### src/rtl/ula_ctrl_if.sv
// ula_ctrl_if -- command and response channels of the ula_ctrl front-end.
//
// Command channel (valid/ready), producer -> ula_ctrl:
//   cmd_valid, cmd_op[2:0], cmd_a[W-1:0], cmd_b[W-1:0], cmd_acc  / cmd_ready back
// Response channel (valid/ready), ula_ctrl -> consumer:
//   rsp_valid, rsp_r[W-1:0], rsp_zero, rsp_err  / rsp_ready back
//
// slave  : the ula_ctrl side (accepts commands, produces responses)
// master : the command source / response sink side
interface ula_ctrl_if #(
  parameter int W = 4
);
  logic         cmd_valid;
  logic         cmd_ready;
  logic [2:0]   cmd_op;
  logic [W-1:0] cmd_a;
  logic [W-1:0] cmd_b;
  logic         cmd_acc;

  logic         rsp_valid;
  logic         rsp_ready;
  logic [W-1:0] rsp_r;
  logic         rsp_zero;
  logic         rsp_err;

  modport slave (
    input  cmd_valid, cmd_op, cmd_a, cmd_b, cmd_acc, rsp_ready,
    output cmd_ready, rsp_valid, rsp_r, rsp_zero, rsp_err
  );

  modport master (
    output cmd_valid, cmd_op, cmd_a, cmd_b, cmd_acc, rsp_ready,
    input  cmd_ready, rsp_valid, rsp_r, rsp_zero, rsp_err
  );
endinterface

### src/rtl/ula_ctrl.sv
// ula_ctrl -- sequential command front-end for the combinational W-bit ula ALU.
//
// A command is accepted in IDLE, its operands are held on the ALU inputs for
// one EXEC cycle, the ALU result is captured and then offered on the response
// channel in RESP until the consumer takes it. One command per 3 cycles at best.
//
// Ports:
//   clk, rst      clock (rising edge), synchronous active-high reset
//   bus           ula_ctrl_if.slave: command and response handshakes
//   o_ula_a/b     operands driven to the ALU
//   o_ula_op      opcode driven to the ALU (110/111 are invalid)
//   i_ula_r       ALU result
//   i_ula_zero    ALU zero flag
//   o_acc         accumulator (0 when the accumulator is compiled out)
//   o_done_cnt    count of completed responses, wraps silently
//
// Build option: define ULA_CTRL_ACC_EN to include the accumulator. Then
// cmd_acc selects the accumulator as operand A, and every valid opcode loads
// its result into it. Without the macro cmd_acc is ignored and o_acc is 0.
module ula_ctrl #(
  parameter int W  = 4,
  parameter int CW = 8
) (
  input  logic          clk,
  input  logic          rst,
  ula_ctrl_if.slave     bus,
  output logic [W-1:0]  o_ula_a,
  output logic [W-1:0]  o_ula_b,
  output logic [2:0]    o_ula_op,
  input  logic [W-1:0]  i_ula_r,
  input  logic          i_ula_zero,
  output logic [W-1:0]  o_acc,
  output logic [CW-1:0] o_done_cnt
);

  typedef enum logic [1:0] {
    S_IDLE = 2'd0,
    S_EXEC = 2'd1,
    S_RESP = 2'd2
  } state_t;

  state_t        r_state;
  state_t        w_state_nxt;
  logic          w_cmd_ready;
  logic          w_rsp_valid;
  logic          w_accept;
  logic          w_rsp_hs;
  logic          w_exec;
  logic          w_op_invalid;
  logic [W-1:0]  w_opa;

  logic [W-1:0]  r_ula_a;
  logic [W-1:0]  r_ula_b;
  logic [2:0]    r_ula_op;
  logic [W-1:0]  r_rsp_r;
  logic          r_rsp_zero;
  logic          r_rsp_err;
  logic [CW-1:0] r_done_cnt;

  always_ff @(posedge clk) begin
    if (rst) r_state <= S_IDLE;
    else     r_state <= w_state_nxt;
  end

  // Handshake outputs depend on state only; cmd_valid/rsp_ready steer only
  // the next state and register enables.
  always_comb begin
    w_state_nxt = r_state;
    w_cmd_ready = 1'b0;
    w_rsp_valid = 1'b0;
    w_accept    = 1'b0;
    w_rsp_hs    = 1'b0;
    w_exec      = 1'b0;
    unique case (r_state)
      S_IDLE: begin
        w_cmd_ready = 1'b1;
        if (bus.cmd_valid) begin
          w_accept    = 1'b1;
          w_state_nxt = S_EXEC;
        end
      end
      S_EXEC: begin
        w_exec      = 1'b1;
        w_state_nxt = S_RESP;
      end
      S_RESP: begin
        w_rsp_valid = 1'b1;
        if (bus.rsp_ready) begin
          w_rsp_hs    = 1'b1;
          w_state_nxt = S_IDLE;
        end
      end
      default: w_state_nxt = S_IDLE;
    endcase
  end

  assign w_op_invalid = r_ula_op[2] & r_ula_op[1];

`ifdef ULA_CTRL_ACC_EN
  logic [W-1:0] r_acc;

  assign w_opa = bus.cmd_acc ? r_acc : bus.cmd_a;

  // Every valid opcode, eq included, chains its result into the accumulator.
  always_ff @(posedge clk) begin
    if (rst)                         r_acc <= '0;
    else if (w_exec && !w_op_invalid) r_acc <= i_ula_r;
  end

  assign o_acc = r_acc;
`else
  logic w_unused_cmd_acc;

  assign w_unused_cmd_acc = bus.cmd_acc;
  assign w_opa            = bus.cmd_a;
  assign o_acc            = '0;
`endif

  // Operands are loaded only at the accept edge and otherwise hold, so the
  // ALU sees stable inputs through EXEC and keeps them while idle.
  always_ff @(posedge clk) begin
    if (rst) begin
      r_ula_a    <= '0;
      r_ula_b    <= '0;
      r_ula_op   <= 3'b000;
      r_rsp_r    <= '0;
      r_rsp_zero <= 1'b0;
      r_rsp_err  <= 1'b0;
      r_done_cnt <= '0;
    end else begin
      if (w_accept) begin
        r_ula_a  <= w_opa;
        r_ula_b  <= bus.cmd_b;
        r_ula_op <= bus.cmd_op;
      end
      if (w_exec) begin
        if (w_op_invalid) begin
          r_rsp_r    <= '0;
          r_rsp_zero <= 1'b1;
          r_rsp_err  <= 1'b1;
        end else begin
          r_rsp_r    <= i_ula_r;
          r_rsp_zero <= i_ula_zero;
          r_rsp_err  <= 1'b0;
        end
      end
      if (w_rsp_hs) r_done_cnt <= r_done_cnt + CW'(1);
    end
  end

  assign bus.cmd_ready = w_cmd_ready;
  assign bus.rsp_valid = w_rsp_valid;
  assign bus.rsp_r     = r_rsp_r;
  assign bus.rsp_zero  = r_rsp_zero;
  assign bus.rsp_err   = r_rsp_err;
  assign o_ula_a       = r_ula_a;
  assign o_ula_b       = r_ula_b;
  assign o_ula_op      = r_ula_op;
  assign o_done_cnt    = r_done_cnt;

endmodule

### src/flat_wrapper.sv
// flat-port wrapper written by rule: the top's interface ports become plain ports
module ula_ctrl_flat 
#(
  parameter int W  = 4,
  parameter int CW = 8
)
  (clk, rst, o_ula_a, o_ula_b, o_ula_op, i_ula_r, i_ula_zero, o_acc, o_done_cnt, bus_cmd_valid, bus_cmd_op, bus_cmd_a, bus_cmd_b, bus_cmd_acc, bus_rsp_ready, bus_cmd_ready, bus_rsp_valid, bus_rsp_r, bus_rsp_zero, bus_rsp_err);
  ula_ctrl_if #(.W(W)) bus_i ();
  input  logic clk;
  input  logic rst;
  output logic [W-1:0] o_ula_a;
  output logic [W-1:0] o_ula_b;
  output logic [2:0] o_ula_op;
  input  logic [W-1:0] i_ula_r;
  input  logic i_ula_zero;
  output logic [W-1:0] o_acc;
  output logic [CW-1:0] o_done_cnt;
  input wire logic [$bits(bus_i.cmd_valid)-1:0] bus_cmd_valid;
  input wire logic [$bits(bus_i.cmd_op)-1:0] bus_cmd_op;
  input wire logic [$bits(bus_i.cmd_a)-1:0] bus_cmd_a;
  input wire logic [$bits(bus_i.cmd_b)-1:0] bus_cmd_b;
  input wire logic [$bits(bus_i.cmd_acc)-1:0] bus_cmd_acc;
  input wire logic [$bits(bus_i.rsp_ready)-1:0] bus_rsp_ready;
  output wire logic [$bits(bus_i.cmd_ready)-1:0] bus_cmd_ready;
  output wire logic [$bits(bus_i.rsp_valid)-1:0] bus_rsp_valid;
  output wire logic [$bits(bus_i.rsp_r)-1:0] bus_rsp_r;
  output wire logic [$bits(bus_i.rsp_zero)-1:0] bus_rsp_zero;
  output wire logic [$bits(bus_i.rsp_err)-1:0] bus_rsp_err;
  assign bus_i.cmd_valid = bus_cmd_valid;
  assign bus_i.cmd_op = bus_cmd_op;
  assign bus_i.cmd_a = bus_cmd_a;
  assign bus_i.cmd_b = bus_cmd_b;
  assign bus_i.cmd_acc = bus_cmd_acc;
  assign bus_i.rsp_ready = bus_rsp_ready;
  assign bus_cmd_ready = bus_i.cmd_ready;
  assign bus_rsp_valid = bus_i.rsp_valid;
  assign bus_rsp_r = bus_i.rsp_r;
  assign bus_rsp_zero = bus_i.rsp_zero;
  assign bus_rsp_err = bus_i.rsp_err;
  ula_ctrl #(.W(W), .CW(CW)) u_core (.clk(clk), .rst(rst), .bus(bus_i), .o_ula_a(o_ula_a), .o_ula_b(o_ula_b), .o_ula_op(o_ula_op), .i_ula_r(i_ula_r), .i_ula_zero(i_ula_zero), .o_acc(o_acc), .o_done_cnt(o_done_cnt));
endmodule
### config.mk
export PLATFORM = sky130hd
export DESIGN_NAME = ula_ctrl_flat
export DESIGN_NICKNAME = d
export VERILOG_FILES = /design/src/rtl/ula_ctrl_if.sv /design/src/rtl/ula_ctrl.sv /design/src/flat_wrapper.sv
export SDC_FILE = /design/constraint.sdc
export NUM_CORES = 1
export LEC_CHECK = 0
export ABC_AREA = 1
export BUFFER_PORTS_ARGS = -buffer_cell sky130_fd_sc_hd__buf_4
export CORE_MARGIN = 10
export CORE_UTILIZATION = 30
export CTS_CLUSTER_SIZE = 30
export DETAILED_ROUTE_END_ITERATION = 10
export SYNTH_ARGS = -nofsm -noshare
export SYNTH_HDL_FRONTEND = slang
export SYNTH_SLANG_ARGS = --single-unit
### constraint.sdc
create_clock -name clk -period 3.05 [get_ports clk]
set_clock_uncertainty 0.1 [all_clocks]
set_input_delay 0.305 -clock clk [delete_from_list [all_inputs] [get_ports clk]]
set_output_delay 0.305 -clock clk [all_outputs]
set_load 0.02 [all_outputs]
==> implementation parameters, run 1 <==
Parameter                              Value

Global route
  Initial antenna violation count    0
  Total global routing track utilization    8.029%
  Maximum number of pins on one net before global-route repair    19
  First-pass GRT wire length    4.236 mm
  Grt total ovfl    0
  Vias in the first global route    932

Floorplan
  Die area    6538 um2
  Total I/O pin count    52
  Area inside the core boundary    3633 um2
  Number of rows in the core area    22
  Initial Util    30.58%
  X dimension of the die    80.86 um
  Die height    80.86 um

CTS
  Clock tree from TritonCTS    done
  Hold-fix buffer count after cts    0
  Post-CTS setup buffers    0
  CTS max path bufs    2
  CTS H-tree depth    1
  Skew-Pair Late Insertion Delay    0.27 ns
  Number of sinks on the clock net    27
  # resized after CTS    0
  CTS Buf Count    3
  Worst-path clk slew    0.09 ns
  Clk root buf    clkbuf_8

Power
  Pwr Density    473.7 nW/um2
  Peak VDD IR    0.3064 mV
  Clock power share    27.8%
  Power spent charging and discharging nets    0.1950 mW
  Part of the total power dissipated in sequential elements    53.9%
  Internal Pwr Total    0.5197 mW
  Combinational group share of total power    18.3%
  Switch share    27.29%
  Power consumption    0.7147 mW
  Total leakage power    0.7129 nW

Critical path
  Required @ worst endpoint    2.64 ns
  Cells along the critical path    inv_1 > nor2_1 > buf_4
  CP Launch Point    u_core.r_state[1]
  Critical path's largest stage delay    0.41 ns
  Library cell contributing the largest single delay on the critical path    dfxtp_1
  Largest fanout on the critical path    3
  Data arrival time of the critical path    1.06 ns
  Startpoint of the most critical register-to-register path    u_core.o_done_cnt[0]
  Kind of end point of the critical path    primary output
  Worst setup path class    flop to primary output
  Critical path startpoint category    flop

Drt
  Total wire length    2.656 mm
  Via count of the routed design    965
  Drt first pass iters    4
  Final antenna-violating net count    0
  Per-cell via count in the routed design    4.106
  Starting DRT DRC Count    52
  Drc violations    0
  Detail-routed net length per standard cell    11.30 um

Yosys
  Distinct cell type count of the synthesized netlist    20
  Count of state elements after synthesis    27
  Cell area after synthesis    1111 um2
  Cell count after synthesis    142
  Sequential cell area fraction in the yosys report    48.65%
  Mean area per synthesized cell    7.824 um2
  Number of synthesis warnings    0

STA
  Final number of max-transition violations    0
  Number of hold-slack violations in the final timing report    0
  Sum of negative setup slack    0 ns
  Maximum achievable frequency    681.2 MHz
  RSZ-0062 raised after global routing    no
  Final worst path period need    1.468 ns
  Number of setup violations in the final report    0
  Final critical-path share of the clock period    48.13%
  Fin worst setup slack    1.582 ns

Status
  Status    finished, final reports clean

Layout
  Multi-input logic area    479.2 um2
  Fin nets    210
  Sequential cell area    540.5 um2
  Antenna Diode Count    0
  Total of fill cells in the finished design    410
  Synth-to-layout area growth    35.81%
  Share of post-route cells with drive strength above 1    32.09%

Run
  Maximum capacitance violations    0

Place
  Placer congestion estimate    0.7061
  Number of buffers inserted by port buffering    46
  Worst slack after detailed placement    1.716 ns
  Half-perimeter wire length after detailed placement    2.069 mm

Worst hold path
  Worst min-delay path startpoint    bus_cmd_op[0]
  Min-delay worst type    input pin to flop
[registers in the layout, indices dropped and copies added, names as in the netlist]
name and cells:
u_core.bus.rsp_r 4, u_core.o_ula_b 4, u_core.r_state 2, u_core.o_ula_op 3
u_core.bus.rsp_zero 1, u_core.bus.rsp_err 1, u_core.o_ula_a 4, u_core.o_done_cnt 8
[cell usage after synthesis, drive strengths merged]
master | n | area, um2
inv | 10 | 37.53
dfxtp | 27 | 540.5
a21oi | 12 | 71.32
conb | 1 | 3.750
nor2 | 37 | 156.4
nand2 | 25 | 98.84
xor2 | 2 | 17.52
nand3 | 6 | 42.54
ha | 1 | 12.51
o21ai | 13 | 65.06
buf | 8 | 65.06
[routing by layer]
metal | part of all wire (%) | routed length (um) | global-route usage, % | vias up
li1 | - | - | - | 525
met1 | 40 | 1063 | 8.568 | 404
met2 | 46 | 1213 | 13.30 | 34
met3 | 14 | 370 | 5.077 | 2
met4 | 0.38 | 10 | 1.557 | 0
met5 | 0 | 0 | 0 | -
[area by class of cell]
type	count	area share (%)
repair buffers	46	22.89
flip-flops and latches	27	35.82
well taps	48	3.980
multi-input cells	100	31.76
clock buffers	3	2.736
clock inverters	1	0.3317
inverters	10	2.488
[worst paths after layout]
kind / slack, ns / to / depth (start not counted)
worst min register to register: 0.37 / u_core.bus.rsp_r[2] / 2
worst max-delay path: 1.58 / bus_rsp_valid / 3
worst min-delay path: 0.16 / u_core.o_ula_op[0] / 3
worst max register to register: 1.80 / u_core.o_done_cnt[6] / 6
[through the flow]
stage	cell area (um2)	instances	util [%]	hold WS [ns]
after floorplan	1122	145	-	0.3369
after global placement	1463	231	40.25	0.3530
after detailed placement	1463	231	40.25	0.3572
after CTS	1509	235	41.53	0.1562
after global routing	1509	235	41.53	0.1694
final	1509	235	41.53	0.1620
[critical path, delay by kind of cell (launching register included)]
kind                   cells  cell delay, ns
buffers and inverters      2            0.26
DFF                        1            0.41
and+or+nand+nor            1            0.13
[layout by cell type, fill, tap and decap left out]
cell type,count
buf_4,46
nor2_1,32
dfxtp_1,27
nand2_1,23
o21ai_0,12
a21oi_1,11
inv_1,9
nand3_1,5
nor2_2,4
conb_1,4
clkbuf_8,3
nand2_2,2
xor2_1,2
a21oi_4,1
inv_2,1
o21ai_1,1
nand3_4,1
nor2_4,1
ha_1,1
clkinv_2,1
[logic make-up (layout without fill, tap and decap cells)]
family / after synthesis / after routing / share of synthesized area, %
xor gates and xnor gates: 2 / 2 / 1.577
and+or+nand+nor: 68 / 68 / 26.80
adders and majority gates: 1 / 1 / 1.126
other: 1 / 4 / 0.3375
buffers and inverters: 18 / 60 / 9.233
AOI/OAI and AO/OA: 25 / 25 / 12.27
DFF: 27 / 27 / 48.65
[power by group through the flow]
| stage | sequential [mW] | clock (mW) | combinational [mW] |
|---|---|---|---|
| after floorplan | 0.415 | 0 | 0.0598 |
| after global placement | 0.394 | 0 | 0.133 |
| after detailed placement | 0.394 | 0 | 0.134 |
| after CTS | 0.386 | 0.212 | 0.134 |
| after global routing | 0.388 | 0.228 | 0.146 |
| final | 0.385 | 0.199 | 0.131 |
(Power assumes the default switching activity.)
==> run 2, diff against run 1 <==
clock period = 1.5 ns   (was 3.05 ns; I/O delays follow)
==> run 2 against run 1 <==
  * Sequential power increased by 100%
  * Critical path depth is the same
  * Wire length shrank 1.7%
  * Critical endpoint unchanged
  * Non-clock buffer count unchanged
  * Clock power rose by 110%
==> implementation parameters, run 2 (synthesis gave the netlist of run 1 again) <==
Parameter                              Value

Status
  Status    finished, final reports clean

STA
  Number of hold-slack violations in the final timing report    0 (unchanged)
  Final worst path period need    1.326 ns
  Final number of max-transition violations    0 (unchanged)
  Final critical-path share of the clock period    88.43%
  Maximum achievable frequency    753.9 MHz
  Number of setup violations in the final report    0 (unchanged)
  RSZ-0062 raised after global routing    no
  Sum of negative setup slack    0 ns (unchanged)

CTS
  Worst-path clk slew    0.09 ns (about the same)
  Post-CTS setup buffers    0 (unchanged)
  CTS max path bufs    2 (unchanged)
  CTS H-tree depth    1 (unchanged)
  Hold-fix buffer count after cts    0 (unchanged)
  Number of sinks on the clock net    27 (unchanged)
  CTS Buf Count    3 (unchanged)
  Clock tree from TritonCTS    done
  Skew-Pair Late Insertion Delay    0.27 ns (about the same)
  Clk root buf    clkbuf_8
  # resized after CTS    0 (unchanged)

Global route
  Maximum number of pins on one net before global-route repair    19 (unchanged)
  Vias in the first global route    967 (+3.8%)
  First-pass GRT wire length    4.284 mm (+1.1%)
  Grt total ovfl    0 (unchanged)
  Total global routing track utilization    8.074% (+0.045 points)
  Initial antenna violation count    0 (unchanged)

Power
  Total leakage power    0.7129 nW (unchanged)
  Power consumption    1.460 mW (+100%)
  Pwr Density    967.3 nW/um2 (+100%)
  Peak VDD IR    0.4677 mV (+53%)

Drt
  Drt first pass iters    4 (unchanged)
  Starting DRT DRC Count    47 (-9.6%)
  Detail-routed net length per standard cell    11.11 um (-1.7%)
  Total wire length    2.610 mm (-1.7%)
  Per-cell via count in the routed design    4.179 (+1.8%)
  Final antenna-violating net count    0 (unchanged)
  Drc violations    0 (unchanged)
  Via count of the routed design    982 (+1.8%)

Place
  Number of buffers inserted by port buffering    46 (unchanged)
  Placer congestion estimate    0.7032 (-0.41%)
  Half-perimeter wire length after detailed placement    2.042 mm (-1.3%)

Critical path
  Kind of end point of the critical path    primary output
  Worst Reg-to-Reg Cells    6 (unchanged)
  Required @ worst endpoint    1.25 ns (-1.39 ns)
  Startpoint of the most critical register-to-register path    u_core.o_done_cnt[0]
  Library cell contributing the largest single delay on the critical path    dfxtp_1
  Critical path startpoint category    flop
  Worst setup path class    flop to primary output
  Family with the most delay on the worst path    flip-flops
  Buffers plus inverters on the worst setup path    2 (unchanged)
  Critical path's largest stage delay    0.41 ns (about the same)
  Cells along the critical path    inv_1 > nor2_1 > buf_4
  Internal reg-to-reg setup slack    0.26 ns (-1.54 ns)
  Data arrival time of the critical path    1.08 ns (+0.02 ns)
  Largest fanout on the critical path    3 (unchanged)
  Worst reg2reg path endpoint    u_core.o_done_cnt[6]

Floorplan
  Die height    80.86 um (unchanged)
  Total I/O pin count    52 (unchanged)
  Number of rows in the core area    22 (unchanged)
  Initial Util    30.58% (unchanged)
  X dimension of the die    80.86 um (unchanged)
  Die area    6538 um2 (unchanged)
  Area inside the core boundary    3633 um2 (unchanged)

Worst hold path
  Min-delay worst type    input pin to flop
  Sink of the worst hold path    u_core.o_ula_op[0]
  Worst hold path depth    3 (unchanged)
  Worst min-delay path startpoint    bus_cmd_op[0]

Layout
  Fin nets    210 (unchanged)
  Sequential cell area    540.5 um2 (unchanged)
  Total of fill cells in the finished design    398 (-2.9%)
  Share of post-route cells with drive strength above 1    32.09% (unchanged)
  Multi-input logic area    479.2 um2 (unchanged)
  Antenna Diode Count    0 (unchanged)
  Number of flip-flops in the largest register    8 (unchanged)
  Most common cell after layout, fill and taps aside    buf_4
  Synth-to-layout area growth    35.81% (unchanged)
  Leading cell types in the layout, fill and taps excluded    46 x buf_4, 32 x nor2_1, 27 x dfxtp_1

Run
  Maximum capacitance violations    0 (unchanged)
[run 2: cell counts in the layout (fill, tap and decap cells not counted)]
No cell type changed its count.
[run 2: per-stage QoR]
step | hold WS [ns] | utilization [%] | setup WS [ns] | instance area (um2) | std cells
detailed placement | 0.2963 | 40.25 | 0.2486 | 1463 | 231
global placement | 0.2844 | 40.25 | 0.2613 | 1463 | 231
finish | 0.009714 | 41.53 | 0.1736 | 1509 | 235
floorplan | 0.1819 | - | 0.1660 | 1122 | 145
global route | 0.009224 | 41.53 | 0.1029 | 1509 | 235
CTS | 0.005670 | 41.53 | 0.1602 | 1509 | 235
[run 2: cell type report]
class | instances | share of cell area (%)
clock inverter | 1 | 0.3317
multi-input combinational | 100 | 31.76
tap | 48 | 3.980
timing repair buffer | 46 | 22.89
sequential | 27 | 35.82
clock buffer | 3 | 2.736
inverter | 10 | 2.488
[run 2: worst max path at each step]
stage / end / slack, ns / cells after the start / from
finish: bus_rsp_valid / 0.17 / 3 / u_core.r_state[1]
global route: bus_rsp_valid / 0.10 / 3 / u_core.r_state[1]
CTS: bus_rsp_valid / 0.16 / 3 / u_core.r_state[1]
detailed placement: u_core.o_done_cnt[6] / 0.25 / 6 / u_core.o_done_cnt[0]
global placement: u_core.o_done_cnt[6] / 0.26 / 6 / u_core.o_done_cnt[0]
floorplan: u_core.o_done_cnt[6] / 0.17 / 6 / u_core.o_done_cnt[0]
[run 2: routing by layer]
layer / vias up / GRT usage, % / part of all wire [%]
met4: 0 / 2.076 / 0.80
met5: - / 0 / 0
met2: 34 / 13.22 / 45
met3: 4 / 4.746 / 12
li1: 527 / - / -
met1: 417 / 8.760 / 42
[run 2: worst register-to-register path: cells and delay by family, from the launching register on]
kind / cells / cell delay [ns]
adder cells (fa/ha/maj): 1 / 0.20
flip-flops: 1 / 0.40
AND/OR/NAND/NOR: 5 / 0.44
[run 2: power breakdown]
part           internal [mW]  switching (mW)  leakage (nW)  total, mW
Sequential             0.757          0.0273         0.221      0.784
Combinational          0.114           0.152         0.466      0.266
Clock                  0.186           0.223        0.0255      0.409
Total                   1.06           0.403         0.713       1.46
==> run 3, diff against run 2 <==
BUFFER_PORTS_ARGS = -buffer_cell sky130_fd_sc_hd__buf_2   (was -buffer_cell sky130_fd_sc_hd__buf_4)
==> run 3 against run 2 <==
  * Combinational power shrank 14%
  * Sequential share of layout area rose by 2.8 points
  * Clock power is 1% lower
  * Largest power group unchanged
  * First-iteration DRC count increased by 11%
  * Die area is the same
  * Critical path depth stayed put
  * Non-clock buffer count increased by 1
  * Final area fell by 7.2%
  * Total power is 2.9% lower
  * Global-route usage fell by 0.069 points
  * Register-to-register slack worse by 0.02 ns
  * Critical endpoint unchanged
==> implementation parameters, run 3 (synthesis gave the netlist of run 1 again) <==
Parameter                              Value

Status
  Status    finished, final reports clean

STA
  Number of hold-slack violations in the final timing report    0 (unchanged)
  Sum of negative setup slack    0 ns (unchanged)
  Number of setup violations in the final report    0 (unchanged)
  Maximum achievable frequency    752.0 MHz (-0.26%)
  RSZ-0062 raised after global routing    no
  Final worst path period need    1.330 ns (+0.003473 ns)
  Final critical-path share of the clock period    88.66% (+0.23 points)
  Final number of max-transition violations    0 (unchanged)

Floorplan
  Area inside the core boundary    3633 um2 (unchanged)
  Die area    6538 um2 (unchanged)
  Number of rows in the core area    22 (unchanged)
  X dimension of the die    80.86 um (unchanged)
  Total I/O pin count    52 (unchanged)
  Die height    80.86 um (unchanged)
  Initial Util    30.58% (unchanged)

Drt
  Drc violations    0 (unchanged)
  Drt first pass iters    4 (unchanged)
  Final antenna-violating net count    0 (unchanged)
  Total wire length    2.635 mm (+0.96%)
  Detail-routed net length per standard cell    11.17 um (+0.53%)
  Per-cell via count in the routed design    4.102 (-1.8%)
  Starting DRT DRC Count    52 (+11%)
  Via count of the routed design    968 (-1.4%)

Layout
  Antenna Diode Count    0 (unchanged)
  Total of fill cells in the finished design    420 (+5.5%)
  Synth-to-layout area growth    26.01%
  Most common cell after layout, fill and taps aside    buf_2
  Number of flip-flops in the largest register    8 (unchanged)
  Share of post-route cells with drive strength above 1    31.91% (-0.17 points)
  Leading cell types in the layout, fill and taps excluded    46 x buf_2, 32 x nor2_1, 27 x dfxtp_1
  Final design utilization    38.53% (-3.0 points)
  Non-Filler Cell Area, Final    1400 um2 (-7.2%)
  Fin nets    211 (+0.48%)

Critical path
  Kind of end point of the critical path    primary output
  Buffers plus inverters on the worst setup path    2 (unchanged)
  Worst Reg-to-Reg Cells    6 (unchanged)
  Largest fanout on the critical path    3 (unchanged)
  Critical path's largest stage delay    0.42 ns (about the same)
  Critical path startpoint category    flop
  Data arrival time of the critical path    1.08 ns (about the same)
  Required @ worst endpoint    1.25 ns (about the same)
  Cells along the critical path    inv_1 > nor2_1 > buf_2
  Instance count on the critical path    3 (unchanged)
  Family with the most delay on the worst path    flip-flops
  Library cell contributing the largest single delay on the critical path    dfxtp_1
  Worst setup path class    flop to primary output

CTS
  Post-CTS setup buffers    0 (unchanged)
  # resized after CTS    0 (unchanged)
  CTS Buf Count    3 (unchanged)
  Worst-path clk slew    0.09 ns (about the same)
  Hold-fix buffer count after cts    0 (unchanged)
  CTS max path bufs    2 (unchanged)
  Clock tree from TritonCTS    done
  CTS H-tree depth    1 (unchanged)
  Clk root buf    clkbuf_8
  Skew-Pair Late Insertion Delay    0.26 ns (about the same)
  Number of sinks on the clock net    27 (unchanged)

Global route
  First-pass GRT wire length    4.271 mm (-0.30%)
  Vias in the first global route    943 (-2.5%)
  Grt total ovfl    0 (unchanged)
  Maximum number of pins on one net before global-route repair    19 (unchanged)
  Total global routing track utilization    8.005% (-0.069 points)
  Initial antenna violation count    0 (unchanged)

Worst hold path
  Worst hold path depth    3 (unchanged)
  Min-delay worst type    input pin to flop

Place
  Placer congestion estimate    0.7231 (+2.8%)
  Number of buffers inserted by port buffering    46 (unchanged)
  Post-detailed-placement cell area    1355 um2 (-7.4%)
  Half-perimeter wire length after detailed placement    2.067 mm (+1.2%)

Power
  Peak VDD IR    0.3887 mV (-17%)
  Pwr Density    1012 nW/um2 (+4.6%)
  Total leakage power    0.6950 nW (-2.5%)

Run
  Maximum capacitance violations    0 (unchanged)
==> run 3: changes by cell type in the layout (fill, tap and decap cells not counted) <==
cell	change
clkinv_2	-1
buf_4	-45
buf_2	+46
clkbuf_1	+1
==> run 3: worst paths after layout <==
path,slack (ns),end,from
worst max register to register,0.24,u_core.o_done_cnt[6],u_core.o_done_cnt[0]
worst min register to register,0.37,u_core.bus.rsp_r[1],u_core.bus.rsp_r[1]
worst max-delay path,0.17,bus_rsp_valid,u_core.r_state[1]
worst min-delay path,0.01,u_core.bus.rsp_zero,i_ula_zero
==> run 3: cell type report <==
cell class                 instances  area (um2)  share of cell area [%]
tap                               48       60.06                   4.290
sequential                        27       540.5                   38.61
multi-input combinational        100       479.2                   34.23
clock buffer                       4       45.04                   3.217
timing repair buffer              47       237.7                   16.98
inverter                          10       37.54                   2.681
==> run 3: tightest hold or removal path, delay by kind of cell <==
kind	cells	cell delay, ns
AO/OA/AOI/OAI	1	0.05
buffers and inverters	2	0.13
==> run 3: where the power goes <==
part           switching [mW]  internal [mW]
combinational           0.150         0.0803
clock                   0.215          0.190
sequential             0.0257          0.757
total                   0.391           1.03
==> run 3: through the flow <==
stage | hold slack, ns | power (mW) | std cells | setup WS [ns]
2_1_floorplan | 0.1819 | 0.9661 | 145 | 0.1660
3_3_place_gp | 0.2901 | 1.035 | 232 | 0.2547
3_5_place_dp | 0.2992 | 1.037 | 232 | 0.2450
4_1_cts | 0.006678 | 1.450 | 236 | 0.1464
5_1_grt | 0.02047 | 1.501 | 236 | 0.09008
6_report | 0.01111 | 1.417 | 236 | 0.1701
==> run 3: metal layers <==
metal	wire (um)	global-route usage [%]	up-vias
met1	1131	9.457	405
met2	1116	12.02	31
met3	370	4.525	2
li1	-	-	530
met5	0	0	-
met4	17	2.595	0
